$ cat config.mk
export PLATFORM = sky130hd
export DESIGN_NAME = and_gate_core
export DESIGN_NICKNAME = d
export VERILOG_FILES = /design/src/rtl/and_gate_pkg.sv /design/src/rtl/and_gate_cnt.sv /design/src/rtl/and_gate_core.sv
export SDC_FILE = /design/constraint.sdc
export NUM_CORES = 1
export LEC_CHECK = 0
export CAP_MARGIN = 30
export CORE_AREA = 2 2 39 41
export DETAILED_ROUTE_END_ITERATION = 12
export DIE_AREA = 0 0 41 43
export HOLD_SLACK_MARGIN = 0.08
export MAX_ROUTING_LAYER = met4
export PLACE_DENSITY = 0.46
export SYNTH_ARGS = -nofsm -noshare
export SYNTH_HDL_FRONTEND = slang
export SYNTH_SLANG_ARGS = --single-unit
export TNS_END_PERCENT = 30
$ cat constraint.sdc
create_clock -name clk -period 1.25 [get_ports clk]
set_clock_uncertainty 0.1 [all_clocks]
set_input_delay 0.25 -clock clk [delete_from_list [all_inputs] [get_ports clk]]
set_output_delay 0.25 -clock clk [all_outputs]
set_load 0.1 [all_outputs]
$ cat src/rtl/and_gate_pkg.sv
// Shared constants for the and_gate_core block and its event counter.
package and_gate_pkg;

   localparam int CNT_W_DEF = 3;

   function automatic logic all_ones(input logic [31:0] val, input int width);
      logic [31:0] mask;
      mask = (width >= 32) ? 32'hFFFF_FFFF : ((32'd1 << width) - 32'd1);
      return (val & mask) == mask;
   endfunction

endpackage

$ cat src/rtl/and_gate_cnt.sv
// Wrapping event counter with a one-cycle terminal-count pulse after wrap.
module and_gate_cnt
   import and_gate_pkg::*;
#(
   parameter int CNT_W = CNT_W_DEF
) (
   input  logic             clk,
   input  logic             rst_n,
   input  logic             inc,
   output logic [CNT_W-1:0] count,
   output logic             tc
);

   logic at_max;
   assign at_max = (count == {CNT_W{1'b1}});

   // tc marks the cycle after the all-ones -> 0 transition only
   always_ff @(posedge clk or negedge rst_n) begin
      if (!rst_n) begin
         count <= '0;
         tc    <= 1'b0;
      end else begin
         tc <= inc & at_max;
         if (inc) count <= count + CNT_W'(1);
      end
   end

endmodule

$ cat src/rtl/and_gate_core.sv
// Registered three-input AND, data-qualified AND, and an event counter of AND hits.
module and_gate_core
   import and_gate_pkg::*;
#(
   parameter int CNT_W = CNT_W_DEF
) (
   input  logic             clk,
   input  logic             rst_n,
   input  logic             a,
   input  logic             c,
   input  logic             w,
   input  logic [1:0]       data,
   output logic             c_o,
   output logic             dt,
   output logic [CNT_W-1:0] out_c1,
   output logic             tc
);

   logic hit;
   assign hit = a & c & w;

   always_ff @(posedge clk or negedge rst_n) begin
      if (!rst_n) begin
         c_o <= 1'b0;
         dt  <= 1'b0;
      end else begin
         c_o <= hit;
         dt  <= a & data[1] & data[0];
      end
   end

   and_gate_cnt #(.CNT_W(CNT_W)) u_cnt (
      .clk   (clk),
      .rst_n (rst_n),
      .inc   (hit),
      .count (out_c1),
      .tc    (tc)
   );

endmodule

Yosys cells after proc, flatten, opt, wreduce, memory -nomap -nowiden
Cells that the tools add are included.
{ "word_totals": {"register_bits": 6, "output_inout_bits": 6, "wordCells": 11} }
{ "op_classes": {"addsub": 1, "eq_ne": 1, "bitwise": 5} }
{ "op_table": {"columns": ["cell", "n"], "rows": [
  ["AND 1 bit", 5],
  ["adder 3 x 1 -> 3 bit (second input constant)", 1],
  ["equality test 3 bit (second input constant)", 1]
]} }

Longest topological paths before layout
Gate-level depths: netlist of the first run.
{ "logic_depth": {"depth_word": 3, "depth_mapped": 4, "depth_no_buf": 4} }

By module
From an unflattened synthesis of the first run, not the netlist that was laid out.
{ "hier_totals": {"cells_unflattened": 14, "area_unflattened_um2": 226.5} }
{ "by_module_without_submodules": {"columns": ["mod", "instances", "cells_each", "area_each_um2"], "rows": [
  ["and_gate_cnt", 1, 10, 163.9],
  ["and_gate_core", 1, 4, 62.6]
]} }

Worst setup path after synthesis of the first run
No wires, ideal clock.
{ "synth_path": {"path_kind": "register to register", "startpoint": "register u_cnt.count[0]", "endpoint": "register u_cnt.count[2]", "setup_ps": 128, "arrival_time_ps": 1682, "required_ps": 1022, "setup_slack_ps": -661, "stages_incl_launch_ff": 4, "n_path_buf": 0, "synth_period_minus_slack_ps": 1911, "path_cell_list": "dfrtp_1 > ha_1 > ha_1 > mux2_1"} }
{ "synth_between": {"elab_chain_cells": 1} }
{ "synth_rtl": {"columns": ["element", "line", "text"], "rows": [
  ["start: declaration", "and_gate_cnt.sv:10", "output logic [CNT_W-1:0] count,"],
  ["start signal: assignment", "and_gate_cnt.sv:24", "if (inc) count <= count + CNT_W'(1);"],
  ["adder 3 x 1 -> 3 bit", "and_gate_cnt.sv:24", null]
]} }
No other way between the ends.
A chain may end at the register's enable or synchronous reset.

Worst setup path in the final report of the first run
{ "layout_path": {"startpoint": "register u_cnt.count[0]", "endpoint": "output port out_c1[0]"} }
{ "layout_lines": {"columns": ["element", "line", "text"], "rows": [
  ["end: declaration", "and_gate_core.sv:15", "output logic [CNT_W-1:0] out_c1,"]
]} }
No word-level cell between the ends.

==> key figures, run 1 <==
Routing
  • Via density: 3.74
  • Remaining DRCs: 0
  • DRT antenna net count: 0
  • Routed WL: roughly 510 um
  • Mean routed wirelength per cell: ~9.6 um
  • Drt pass-1 iters: 1
  • DRT iter0 DRCs: 0
  • Vias: roughly 200

Setup path
  • Required time of the worst setup path: 0.90 ns
  • Worst Setup End Kind: output port
  • Largest stage delay, worst path: 0.49 ns
  • Critical path class: reg2out
  • Arrival time at the worst endpoint: 1.03 ns
  • Critical-path maximum fanout: 2
  • Critical Path, Cell by Cell: buf_6 > buf_12
  • Startpoint types: register
  • Critical path's slowest cell: dfrtp_4

Place
  • Port buffer count: 12
  • Pre-CTS WS: -0.210 ns
  • DP Area: 495 um2
  • GPL Wtd Cong: 0.629

STA
  • Final Hold Violating Endpoints: 0
  • Setup TNS: -0.339 ns
  • Slew of the pin with the lowest slew margin: ~0.27 ns
  • Minimum clock period: 1.38 ns
  • Fmax: 725 MHz
  • Slew HR: 81.7%
  • Post-route setup slack: -0.129 ns
  • Final Max Slew Viols: 0
  • RSZ-0062 raised after global routing: yes
  • Period Utilization, post-route: 110%
  • Setup-failing EPs final: 3

Logic synthesis
  • Post-Syn Area: 235 um2
  • Sequential element share of the synthesized area: 63.8%
  • Count of yosys warnings during synthesis: 0
  • Count of mapped cells out of synthesis: 16
  • Yosys cell types: 8
  • Number of synthesized register bits: 6
  • Syn avg cell area: 14.7 um2
  • Post-Syn Nets: 25

Floorplanning
  • Row count: 14
  • Core ar.: 1380 um2
  • Die ar.: ~1800 um2
  • Die W: 41 um
  • Initial Util: around 17%
  • Io pins: 13
  • Chip height: 43 um

Clock network
  • CTS buffer count: 3
  • Max Root-Sink Buffers: 2
  • H-tree level count: 1
  • Root Buffer: clkbuf_4
  • CTS tree: done
  • Clock-pin slew on the worst setup and hold paths: 0.05 ns
  • Worst-Skew Late Latency: 0.25 ns
  • Clk sinks: 6
  • Cts hold-fix bufs: 0

Global routing
  • Vias in the first global route: around 220
  • GRT Util Overall: a little under a tenth
  • Global-route wire length before repair: between 900 and 1000 um
  • Initial antenna violation count: 0
  • GRT overflow: 0
  • Largest net degree at the start of global routing: 7

Finish
  • Layout area overhead: 133%
  • Final #Nets: 47
  • ANT cells: 0
  • Design area: 548 um2
  • Fraction of final layout cells sized beyond drive strength 1: slightly above 60%

Power and ir drop
  • Leak pwr: 0.000246 uW
  • VDD IR max: between 1 and 1.5 mV
  • Pwr/cell area: approximately 2700 nW/um2

Min path
  • Worst hold path type: in2async

Run status
  • Status: finished with violations
  • Violated checks: setup timing

Job
  • Max-cap violation count: 0
[cell usage after synthesis]
library cell	number	share of area [%]
inv_1	2	3.2
and3_2	1	3.2
dfrtp_1	6	64
nand3_2	1	4.3
nor2_1	1	1.6
ha_1	2	11
xnor2_1	1	3.7
mux2_1	2	9.6
[metal layers]
metal	vias up	GRT usage [%]	share of wire [%]
met5	-	-	0
met4	0	8.00	1.6
met3	2	6.28	5.7
met2	4	12.5	53
met1	95	7.54	39
li1	97	-	-
[layout make-up]
cell class / instances / area [um2]
Clock buffer: 4 / 26.3
Fill cell: 135 / 836
Inverter: 2 / 7.51
Multi-Input combinational cell: 8 / 110
Sequential cell: 6 / 159
Tap cell: 16 / 20.0
Timing Repair Buffer: 17 / 225
[critical path: cells and delay by family (launching register included)]
family                 cells  cell delay (ns)
flip-flops                 1             0.49
buffers and inverters      2             0.28
[state kept, by name, summed over array words and instances (netlist names)]
signal,count
c_o,1
dt,1
u_cnt.tc,1
u_cnt.count,3
[where the power goes]
group          internal (uW)  switching (uW)  total (uW)
logic                    436             518         954
clock network            121            73.0         194
registers                274            74.0         348
total                    831             665        1500
[cell usage in the layout (no fill, tap or decap), types with 2 or more instances in the layout]
cell type / Yosys / routed
buf_12: 0 / 6
buf_4: 0 / 3
buf_6: 0 / 2
clkbuf_4: 0 / 3
clkdlybuf4s50_1: 0 / 6
dfrtp_1: 6 / 3
dfrtp_4: 0 / 2
ha_4: 0 / 2
inv_1: 2 / 2
mux2_4: 0 / 2
[cells by family after synthesis]
group	share of synthesized area (%)
XOR/XNOR	3.72
adder cells (fa/ha/maj)	10.6
buffers and inverters	3.19
flip-flops	63.8
multiplexers	9.57
AND/OR/NAND/NOR	9.04
[path summary, 6_finish.rpt]
kind / slack [ns] / endpoint / start / depth (start not counted)
worst max-delay path: -0.13 / out_c1[0] / u_cnt.count[0] / 2
worst min-delay path: 0.14 / u_cnt.count[1] / rst_n / 1
worst max register to register: -0.09 / u_cnt.count[2] / u_cnt.count[0] / 3
worst min register to register: 0.50 / u_cnt.count[2] / u_cnt.count[2] / 1
max in group asynchronous: 0.67 / u_cnt.count[0] / rst_n / 1
min in group clk: 0.50 / u_cnt.count[2] / u_cnt.count[2] / 1
[metrics by stage]
step	power, uW	std cells	hold slack [ns]	utilization [%]
after CTS	1450	51	0.142	38.2
after global routing	1590	53	0.148	39.6
final	1500	53	0.139	39.6
after global placement	1200	47	0.407	35.8
after detailed placement	1220	47	0.413	35.8
after floorplan	857	16	-0.146	-
[repair_timing]
item,CTS,global route
setup endpoints to repair,3,4
resized for setup,2,1
hold endpoints to repair,0,0
pin swaps,0,1
setup buffers,0,2
(Power assumes the default switching activity.)
==> inputs of run 2 (changes only) <==
Settings changed: GPL_ROUTABILITY_DRIVEN from default to 0.
==> results of run 2 <==
Final layout, timing and power as in run 1 (identical DEF).
